## src/rtl/bus_addr_decoder.sv

```systemverilog
// Serial device-select decoder: shifts in an LSB-first target index, acks or rejects it,
// then forwards the frame to the chosen slave and muxes its read path back to the master.
module bus_addr_decoder #(
  parameter int NUM_SLAVES = 3,
  parameter int DEV_BITS   = 2
) (
  input  logic                  clk,
  input  logic                  rst,
  input  logic                  bgrant,
  input  logic                  mwdata,
  input  logic                  mvalid,
  output logic                  m_ack_valid,
  output logic                  m_ack,
  output logic                  m_srdata,
  output logic                  m_svalid,
  output logic                  split_pending,
  output logic [NUM_SLAVES-1:0] s_mvalid,
  output logic                  s_swdata,
  input  logic [NUM_SLAVES-1:0] s_sready,
  input  logic [NUM_SLAVES-1:0] s_svalid,
  input  logic [NUM_SLAVES-1:0] s_srdata,
  input  logic [NUM_SLAVES-1:0] s_ssplit,
  output logic [DEV_BITS-1:0]   sel
);

  localparam int CW = $clog2(DEV_BITS + 1);

  typedef enum logic [2:0] {IDLE, ADDR, CHECK, FORWARD, SPLIT, NACK} state_t;

  state_t              state, state_nx;
  logic [DEV_BITS-1:0] dev;
  logic [CW-1:0]       cnt;
  logic                bit_in;
  logic                accept;
  logic                sel_split, sel_rd, sel_vld, rd_en;

  assign bit_in = mvalid & bgrant;

  // Index by comparison so codes >= NUM_SLAVES match nothing and are rejected.
  always_comb begin
    accept    = 1'b0;
    sel_split = 1'b0;
    sel_rd    = 1'b0;
    sel_vld   = 1'b0;
    for (int i = 0; i < NUM_SLAVES; i++) begin
      if (dev == DEV_BITS'(i)) accept = s_sready[i];
      if (sel == DEV_BITS'(i)) begin
        sel_split = s_ssplit[i];
        sel_rd    = s_srdata[i];
        sel_vld   = s_svalid[i];
      end
    end
  end

  always_comb begin
    state_nx = state;
    case (state)
      IDLE:    if (bit_in) state_nx = (DEV_BITS == 1) ? CHECK : ADDR;
      ADDR:    if (!bit_in) state_nx = IDLE;
               else if (cnt == CW'(DEV_BITS - 1)) state_nx = CHECK;
      CHECK:   state_nx = accept ? FORWARD : NACK;
      FORWARD: if (!bgrant) state_nx = sel_split ? SPLIT : IDLE;
      SPLIT:   if (bgrant) state_nx = FORWARD;
      NACK:    if (!bgrant) state_nx = IDLE;
      default: state_nx = IDLE;
    endcase
  end

  always_ff @(posedge clk or posedge rst) begin
    if (rst) begin
      state    <= IDLE;
      dev      <= '0;
      cnt      <= '0;
      sel      <= '0;
      s_mvalid <= '0;
      s_swdata <= 1'b0;
    end else begin
      state <= state_nx;
      case (state)
        IDLE: if (bit_in) begin
          dev    <= '0;
          dev[0] <= mwdata;
          cnt    <= CW'(1);
        end
        ADDR: if (bit_in) begin
          for (int i = 0; i < DEV_BITS; i++)
            if (cnt == CW'(i)) dev[i] <= mwdata;
          cnt <= cnt + CW'(1);
        end else begin
          dev <= '0;
          cnt <= '0;
        end
        CHECK: begin
          cnt <= '0;
          if (accept) sel <= dev;
        end
        default: ;
      endcase
      // One-cycle forward register; anything outside FORWARD drains to zero.
      for (int i = 0; i < NUM_SLAVES; i++)
        s_mvalid[i] <= (state == FORWARD) && mvalid && (sel == DEV_BITS'(i));
      s_swdata <= (state == FORWARD) && mvalid && mwdata;
    end
  end

  assign m_ack_valid   = (state == CHECK);
  assign m_ack         = (state == CHECK) && accept;
  assign split_pending = (state == SPLIT);
  assign rd_en         = (state == FORWARD) || (state == SPLIT);
  assign m_srdata      = rd_en && sel_rd;
  assign m_svalid      = rd_en && sel_vld;

endmodule

```

## config.mk

```make
export PLATFORM = sky130hd
export DESIGN_NAME = bus_addr_decoder
export DESIGN_NICKNAME = d
export VERILOG_FILES = /design/src/rtl/bus_addr_decoder.sv
export SDC_FILE = /design/constraint.sdc
export NUM_CORES = 1
export LEC_CHECK = 0
export BUFFER_PORTS_ARGS = -buffer_cell sky130_fd_sc_hd__buf_2
export CAP_MARGIN = 20
export CORE_MARGIN = 10
export CORE_UTILIZATION = 50
export DETAILED_ROUTE_END_ITERATION = 12
export GPL_ROUTABILITY_DRIVEN = 0
export PLACE_DENSITY = 0.87
export SLEW_MARGIN = 15
export SYNTH_ARGS = -nofsm -noshare
export SYNTH_HDL_FRONTEND = slang
export SYNTH_SLANG_ARGS = --single-unit
export TNS_END_PERCENT = 10
```

## constraint.sdc

```tcl
create_clock -name clk -period 2.2 [get_ports clk]
set_input_delay 0.33 -clock clk [delete_from_list [all_inputs] [get_ports clk]]
set_output_delay 0.33 -clock clk [all_outputs]
set_load 0.1 [all_outputs]
```

Word-level counts from Yosys, hierarchy flattened
Cells that the tools add are included.

cells by class
  add/sub/neg operators = 1
  multiply operators = 0
  divide/modulo/power cells = 0
  order comparisons = 0
  equal/unequal tests = 16
  shifts and indexed selects = 0
  muxes and demuxes = 29
  bitwise operators = 1
  reductions and logical operators = 20

operators by type and width
  operator               number
  $mux W3                8
  $pmux W3 S6            1
  $mux W1                14
  $logic_and A1 B1 Y1    8
  $mux W2                4
  $ne A2 B2 Y1 const B   4
  $eq A2 B1 Y1 const B   3
  $eq A3 B2 Y1 const B   2
  $eq A3 B3 Y1 const B   2
  $logic_not A2 Y1       3
  $ne A3 B3 Y1 const B   2
  $pmux W2 S3            1
  $reduce_and A3 Y1      2
  $reduce_and A5 Y1      1
  $eq A2 B2 Y1 const B   2
  $pmux W2 S2            1
  $reduce_and A2 Y1      2
  $eq A3 B1 Y1 const B   1
  $logic_not A3 Y1       1
  $reduce_bool A3 Y1     1
  $add A2 B1 Y2 const B  1
  $reduce_bool A2 Y1     1
  $and A1 B1 Y1          1
  $logic_or A1 B1 Y1     1

storage, ports and cells
  flip-flop bits (word level) = 13
  bits in latches = 0
  bits in writable memories = 0
  memory bits (read-only) = 0
  bits of input ports = 17
  logic and storage cells = 74
  memories = 0

Depth between registers and ports, before layout
Gate-level depths: netlist of the first run.

  word-level depth = 7
  depth in mapped cells = 6

Worst setup path after synthesis of the first run
No wires, ideal clock.

  path kind = reg2out
  start point = register state[1]
  end point = output m_srdata
  data arrival time = 3450 ps
  path slack = -1580 ps
  stages on the path, launching flop included = 6
  buffers on the path = 1
  cells stage by stage = dfrtp_1 -> buf_6 -> nand2b_1 -> nor2_1 -> nor2_1 -> nor2_1

on the way
  cells in the longest elaborated chain, start to end = 3

RTL lines
  what                      RTL line  text
  start: declaration        30        state_t state, state_nx;
  start signal: assignment  78        state <= state_nx;
  $eq A3 B3 Y1              n/a
  via split_pending         16        output logic split_pending,
  $logic_or A1 B1 Y1        109       assign rd_en = (state == FORWARD) || (state == SPLIT);
  $logic_and A1 B1 Y1       110       assign m_srdata = rd_en && sel_rd;
  end: declaration          14        output logic m_srdata,

The timed path passes the listed nets, and every way through them passes these cells.

Worst setup path in the final report of the first run
  start point = register state[1]
  end point = output m_srdata

on the way
  cells in the longest elaborated chain, start to end = 3

RTL lines
  what                                          RTL line
  $eq A3 B2 Y1 or $eq A3 B3 Y1 (tied branches)  109
  $logic_or A1 B1 Y1 *                          109
  $logic_and A1 B1 Y1 *                         110

Every way passes the cells marked *; elsewhere a longest branch is shown, timed or not.

==> run summary, run 1 <==
Once layout is complete, the cells apart from fillers number 139. The die covers 3700 µm². By count the netlist is led by 13 x sky130_fd_sc_hd__dfrtp_1, 13 x sky130_fd_sc_hd__nor2_1, 8 x sky130_fd_sc_hd__nand2_1. The final worst-path cycle share was 0.930; the net count of the mapped netlist was 114.

STA classifies the critical path startpoint as a flop. The tools report the max-slew violation count as 0. In this run the critical register-to-register path is launched from state[1]. The logs give 0.541 for the starting utilization of the core area and 1540 µm² for the area of the core region. The data arrival time of the critical path is 1.72 ns, and the clock period minus worst slack is 2.05 ns. After legalization and detailed placement, the total HPWL measured 1600 µm. In this run the remaining antenna-violating nets after routing total 0. The initialized floorplan defines 14 standard-cell rows. After detailed routing, the number of remaining DRC violations is 0. The total iterations of the first detailed-routing run is 4.

Setup repair after global routing left no endpoint under its margin. For the number of global-route vias before repair, the log shows 783. The number of port buffers came out at 27.

The number of standard cells after synthesis is 95, and the highest net fanout along the worst path is 11. Power spread over the standard cell area amounts to 1280 nW/µm². The worst setup path is captured at an output port.

The logs give 0 for the number of endpoints failing setup at the final stage and 28 for the boundary pin count. The main flop type after synthesis is sky130_fd_sc_hd__dfrtp_1. STA puts the critical path data required time at 1.87 ns. The clock net sink count came out at 13. After synthesis, the cell types taking the most area are sky130_fd_sc_hd__dfrtp_1 39%, sky130_fd_sc_hd__nor2_1 5.9%, sky130_fd_sc_hd__a21oi_1 4.2%, sky130_fd_sc_hd__o21ai_0 4.2%, sky130_fd_sc_hd__mux2i_1 3.6%.

IR analysis of the VDD net gives a maximum drop of 0.716 mV. Entering global routing, the biggest net connects 14 pins. The logs give 3370 µm for the first-pass GRT wire length and 0 ns for the total negative slack. The Yosys step of the flow raised 0 warnings.

Total leakage power: 0.493 nW. Count of different cell masters after synthesis: 34. Maximum level of the CTS H-tree: 1.

The clock network fraction of design power was 0.114; the area fraction of the dominant cell type after synthesis was 0.390. For the worst slew margin relative to its limit, the log shows 0.668. Clock latency on the worst-skew pair, taken at its later pin, is 0.28 ns. TritonCTS built the clock tree. Cell internal power was estimated by the tool at 0.000593 W.

The cell taking the most area after synthesis was sky130_fd_sc_hd__dfrtp_1. The tools report the maximum count of clock buffers along a single path as 2. The flow ran to the end, and the final reports show no timing, DRC or antenna violations. Worst hold slack: 0.0605 ns. The critical path is of the flop to output port type. Yosys mapped a number of flops with a built-in enable equal to 0. The fraction of final layout cells sized beyond drive strength 1 is 0.374, and the synthesis-stage register bit count is 13.

After synthesis the cells add up to 833 µm². The combinational share of power was 0.580; the post-route worst setup slack was 0.154 ns. The total of max-cap violations came out at 0. After detailed routing, the total wire length is 2080 µm.

From bottom edge to top edge, the die measures 60.8 µm. Each instance of the synthesized netlist takes up on average 8.77 µm². In the final design database the tool counted 143 nets. Buffers inserted during clock tree synthesis total 3.

The logs give 19 for the number of DRC violations after detailed-routing iteration 0 and 0 for the number of antenna violations at the first check in global routing. The tree is rooted in a sky130_fd_sc_hd__clkbuf_4. The tools report the total congestion overflow after global routing as 0.

Routed via count divided by cell count: 5.74. For the worst-case clock skew, the log shows 0.00122 ns. For the pin with the worst max-slew slack, the measured transition is 0.497 ns.

The run gives 0.306 as the sequential power share. The run gives 0 as the antenna cell count. The detailed-route via count was 798; the switching power share of the total was 0.548.

The switching power of the nets is 0.000720 W, and the worst slack at placement is 0.334 ns. The area overhead of the layout relative to synthesis works out to 23.1%. Launch point of the worst path: state[1]. The fraction of registers with async set/reset is 1.00, and the overall routing resource usage is 0.116. The tightest min-delay check is of the input pin to async pin type. After clock tree synthesis, the clock-pin slew on the worst setup and hold paths is 0.08 ns. The number of placed cells counting well taps came out at 135.

The width of the die came out at 60.8 µm. For this run, the top clock speed supported by timing is 489 MHz. The logs give 0.390 for the sequential-to-total area share from yosys stat and 0 for the number of endpoints with negative hold slack in the final report. In the final routed layout, each cell accounts on average for 14.9 µm.
==> worst max-delay path: stages (launching register included) <==
cell	delay, ns
sky130_fd_sc_hd__dfrtp_1	0.52
sky130_fd_sc_hd__nand2b_1	0.22
sky130_fd_sc_hd__nor2_4	0.05
sky130_fd_sc_hd__nor2_1	0.30
sky130_fd_sc_hd__nor2_4	0.06
sky130_fd_sc_hd__clkbuf_4	0.28
==> stage by stage <==
step / total power, W / instance area (µm²) / utilization
floorplan: 0.00105 / 867 / -
global placement: 0.00114 / 991 / 0.643
detailed placement: 0.00116 / 991 / 0.643
CTS: 0.00131 / 1020 / 0.660
global route: 0.00140 / 1030 / 0.666
finish: 0.00131 / 1030 / 0.666
==> layout make-up <==
| class | instances | area [µm²] |
|---|---|---|
| fill | 122 | 515 |
| multi-input combinational | 72 | 480 |
| sequential | 13 | 327 |
| timing repair buffer | 28 | 150 |
| clock buffer | 4 | 26.3 |
| inverter | 6 | 22.5 |
| tap | 16 | 20.0 |
==> routing by layer <==
layer / track usage / routed length (µm) / share of wire
met4: 0.0502 / 34 / 0.016
met1: 0.129 / 770 / 0.37
met2: 0.195 / 1010 / 0.49
met5: 0 / 0 / 0
met3: 0.0397 / 258 / 0.12
==> cell usage in the layout, fill, tap and decap left out, drive strengths merged, types with 2 or more instances in the layout <==
| cell | count |
|---|---|
| nand4 | 2 |
| nor3 | 3 |
| inv | 6 |
| nor3b | 2 |
| mux2i | 3 |
| dfrtp | 13 |
| buf | 25 |
| and2 | 2 |
| nor2b | 4 |
| o31ai | 2 |
| o21ai | 8 |
| clkbuf | 7 |
| ha | 2 |
| nor2 | 13 |
| and3 | 3 |
| a21oi | 7 |
| nand2 | 9 |
==> registers in the layout (all words and copies together), names as in the netlist <==
signal,count
cnt,2
dev,2
s_mvalid,3
s_swdata,1
sel,2
state,3
==> timing repair <==
action | in CTS | in global routing
hold buffers | 0 | 0
resized for setup | 0 | 4
endpoints found under the setup margin | 0 | 3
setup buffers | 0 | 0
==> cells by family (layout without fill, tap and decap cells) <==
kind of cell,Yosys count,count (layout),share of synthesized area
buf+inv,10,38,0.0691
flops,13,13,0.390
mux,4,4,0.0496
compound gates,25,25,0.195
fa+ha+maj,2,2,0.0300
simple gates,41,41,0.266
==> power by group through the flow <==
stage	clock [W]	combinational, W	sequential (W)
6_report	0.000150	0.000761	0.000402
5_1_grt	0.000165	0.000820	0.000416
3_3_place_gp	0	0.000741	0.000399
4_1_cts	0.000156	0.000757	0.000399
3_5_place_dp	0	0.000754	0.000403
2_1_floorplan	0	0.000602	0.000451
==> final timing paths <==
path                            slack (ns)  cells after the start  endpoint
max in group asynchronous             1.78                      2  state[0]
worst max register to register        0.80                      4    sel[1]
worst min register to register        0.50                      1    cnt[1]
min in group clk                      0.33                      3    sel[1]
worst min-delay path                  0.06                      2    sel[0]
worst max-delay path                  0.15                      5  m_srdata
Power figures use the tool's default switching activity.
==> run 2: changes to the inputs <==
--- a/config.mk
+++ b/config.mk
@@ -5,6 +5,7 @@
 export SDC_FILE = /design/constraint.sdc
 export NUM_CORES = 1
 export LEC_CHECK = 0
+export ABC_AREA = 1
 export BUFFER_PORTS_ARGS = -buffer_cell sky130_fd_sc_hd__buf_2
 export CAP_MARGIN = 20
 export CORE_MARGIN = 10
==> run 2 against run 1 <==
  * Clock-buffer cell count fell by 1
  * Final area increased by 1.7%
  * Worst hold slack got worse by 0.0039 ns
  * Critical path type unchanged
  * Global-route usage rose by 1.5 points
  * Clock power grew 3%
  * Worst setup slack got worse by 0.027 ns
  * Largest power group unchanged
  * Synthesized cell count is 39% higher
  * Non-clock buffer count decreased by 1
==> run summary, run 2 <==
The category of the most critical setup path was flop to output port. The tools report the worst slew margin relative to its limit as 0.662. The top cell types in the final layout, fill and taps aside, are 41 x sky130_fd_sc_hd__nand2_1, 25 x sky130_fd_sc_hd__buf_2, 21 x sky130_fd_sc_hd__inv_1, 19 x sky130_fd_sc_hd__nand3_1, 11 x sky130_fd_sc_hd__dfrtp_1. The area share of xor/xnor cells in the synthesized design was 0. Post-synthesis compound-gate area fraction: 0.0726. The final worst-path cycle share was 0.942; the ratio of total power to cell area was 1410 nW/µm². Detailed placement finished with a half-perimeter wire length of 1840 µm. In the final layout, flip-flops and latches occupy 328 µm².

In the synthesized netlist, the number of instances is 132. The area of all placed cells without fillers is 1040 µm², and the area of the core region is 1690 µm². Yosys mapped a number of flops with a built-in enable equal to 0.

The number of antenna violations at the first check in global routing was 0; the highest net fanout along the worst path was 12. The starting utilization of the core area was 0.520; the antenna cell count was 0. The max-slew violation count was 0.

The tightest min-delay check is of the input pin to async pin type. The multi-input combinational cells in the finished layout cover a total of 440 µm². The die span in y was 61.9 µm.

The kind of capture point of the worst setup path is an output port. The worst hold slack was 0.0566 ns. The routed layout has 928 vias. In the final layout, the registers with the most flip-flops are s_mvalid x3, state x3.

By area the synthesized netlist is led by sky130_fd_sc_hd__dfrtp_1 37%, sky130_fd_sc_hd__nand2_1 18%, sky130_fd_sc_hd__nand3_1 11%, sky130_fd_sc_hd__inv_1 9.0%, sky130_fd_sc_hd__o21ai_1 3.4%. The largest individual stage delay along the critical path comes from the cell sky130_fd_sc_hd__dfrtp_1. The clock period minus worst slack is 2.07 ns, and the area of the die is 3830 µm².

Adder-cell share of the synthesized area: 0.0285. Main flop type after synthesis: sky130_fd_sc_hd__dfrtp_1. The critical path data required time was 1.87 ns; the layout net count was 179. The pre-antenna-repair detailed-routing pass consisted of 4 iterations.

In this run the tool buffered the top-level ports with 27 buffer cells. The area fraction of the dominant cell type after synthesis came out at 0.370. Wires add up to 2280 µm. For this block, the initial DRC count from the detailed router was 56. The mean post-synth cell area was 6.65 µm². The number of endpoints failing setup at the final stage was 0. The multiplexer area fraction after synthesis was 0; the count of different cell masters after synthesis was 19.

Sorting the synthesized cells by how often they occur yields 41 x sky130_fd_sc_hd__nand2_1, 21 x sky130_fd_sc_hd__inv_1, 19 x sky130_fd_sc_hd__nand3_1. Based on the critical path, the design can be clocked at up to 483 MHz. Pin count of the biggest net entering global routing: 14.

The simple-gate share of the synthesized area was 0.400. The routed via count divided by cell count was 5.27; the data arrival time of the critical path was 1.74 ns. The cell area reported after detailed placement was 1010 µm²; the number of warnings printed during yosys synthesis was 0. The detail-routed net length per standard cell came out at 12.9 µm. The cell taking the most area after synthesis was sky130_fd_sc_hd__dfrtp_1.

After detailed routing, the number of remaining DRC violations is 0. The fraction of registers with async set/reset was 1.00; the boundary pin count was 28. The run finished with clean final reports. The worst IR drop on VDD is 0.719 mV.

The number of buffers and inverters on the critical path is 2. Yosys instantiated no cell more often than sky130_fd_sc_hd__nand2_1. The synthesized netlist occupies a cell area of 878 µm².

The total congestion overflow after global routing was 0; the worst slack at placement was 0.411 ns. The run gives 151 as the net count of the mapped netlist. The fraction of final layout cells sized beyond drive strength 1 is 0.258. CTS placed an instance of sky130_fd_sc_hd__clkbuf_4 at the clock tree root.

The width of the die came out at 61.9 µm. The total of max-cap violations is 0, and the overall routing resource usage is 0.131. The clock net sink count is 13. The tools report the number of endpoints with negative hold slack in the final report as 0.

The synthesis-stage register bit count was 13. The area growth from synthesis to layout is 18.8%. The library cell used most frequently in the layout, excluding fill and tap cells, is sky130_fd_sc_hd__nand2_1.

Setup slack on the critical path of the routed design comes to 0.128 ns. For the pin with the worst max-slew slack, the measured transition is 0.506 ns. Kind of start point of the critical path: a flop. TritonCTS built the clock tree.

Latest clock arrival within the worst-skew pair: 0.28 ns. The first global-routing pass estimated 3750 µm of wire. The filler cell count in the final layout was 163. The final design utilization was 0.618.

The tools report the worst-case clock skew as 0.00243 ns. Clock-pin slew was measured on the worst setup and hold paths at 0.09 ns. The critical path goes through nor3_4 > nand2_2 > inv_2 > buf_2. For the number of global-route vias before repair, the log shows 911. Setup repair after global routing left no endpoint under its margin. Sequential-to-total area share from yosys stat: 0.370. The largest delay contributor family on the critical path was flip-flops. Setup total negative slack on the finished layout was measured at 0 ns. Once detail routing completed, the nets flagged for antenna violations numbered 0.

The maximum count of clock buffers along a single path was 2; the number of rows created at floorplan was 15. Buffers added to address setup during post-CTS repair amount to 0. The maximum level of the CTS H-tree is 1, and the total leakage power is 0.634 nW.

The delay of the slowest critical-path stage came out at 0.54 ns. By area, the combinational part of the netlist is dominated by simple AND/OR/NAND/NOR gates. Clock tree synthesis inserted a total of 3 buffers.
[run 2: layout make-up]
class / count / area share
clock inverters: 1 / 0.00480
well taps: 17 / 0.0204
flip-flops and latches: 13 / 0.314
repair buffers: 27 / 0.134
multi-input cells: 92 / 0.422
inverters: 23 / 0.0827
clock buffers: 3 / 0.0216
[run 2: path summary, 6_finish.rpt]
kind / slack [ns] / depth (start not counted) / startpoint / to
worst min register to register: 0.52 / 1 / cnt[1] / cnt[1]
min in group clk: 0.28 / 3 / mwdata / s_swdata
worst max register to register: 0.78 / 7 / state[2] / state[0]
max in group asynchronous: 1.78 / 2 / rst / sel[1]
worst max-delay path: 0.13 / 4 / state[2] / m_ack
worst min-delay path: 0.06 / 2 / rst / s_swdata
[run 2: cell families (layout without fill, tap and decap cells)]
group | count (synthesis) | count (layout)
buffers and inverters | 27 | 54
adders and majority gates | 2 | 2
DFF | 13 | 13
and+or+nand+nor | 78 | 78
AOI/OAI and AO/OA | 12 | 12
[run 2: stage by stage]
step,power [W],instances
after global placement,0.00128,172
after global routing,0.00161,176
after CTS,0.00146,176
final,0.00147,176
after detailed placement,0.00131,172
after floorplan,0.00116,132
[run 2: power by group]
group / switching [W] / internal (W) / leakage [nW]
Clock: 0.0000870 / 0.0000676 / 0.0177
Sequential: 0.000117 / 0.000309 / 0.171
Combinational: 0.000658 / 0.000231 / 0.445
Total: 0.000862 / 0.000608 / 0.634
[run 2: metal layers]
layer  up-vias  global-route usage  wire [µm]
li1        469                   -          -
met1       405               0.135        877
met2        48               0.225       1140
met3         6              0.0346        212
met4         0              0.0924         44
met5         -                   0          0
[run 2: repair_timing]
action | CTS | global route
endpoints found under the setup margin | 0 | 2
hold buffers | 0 | 0
gates resized for setup | 0 | 2
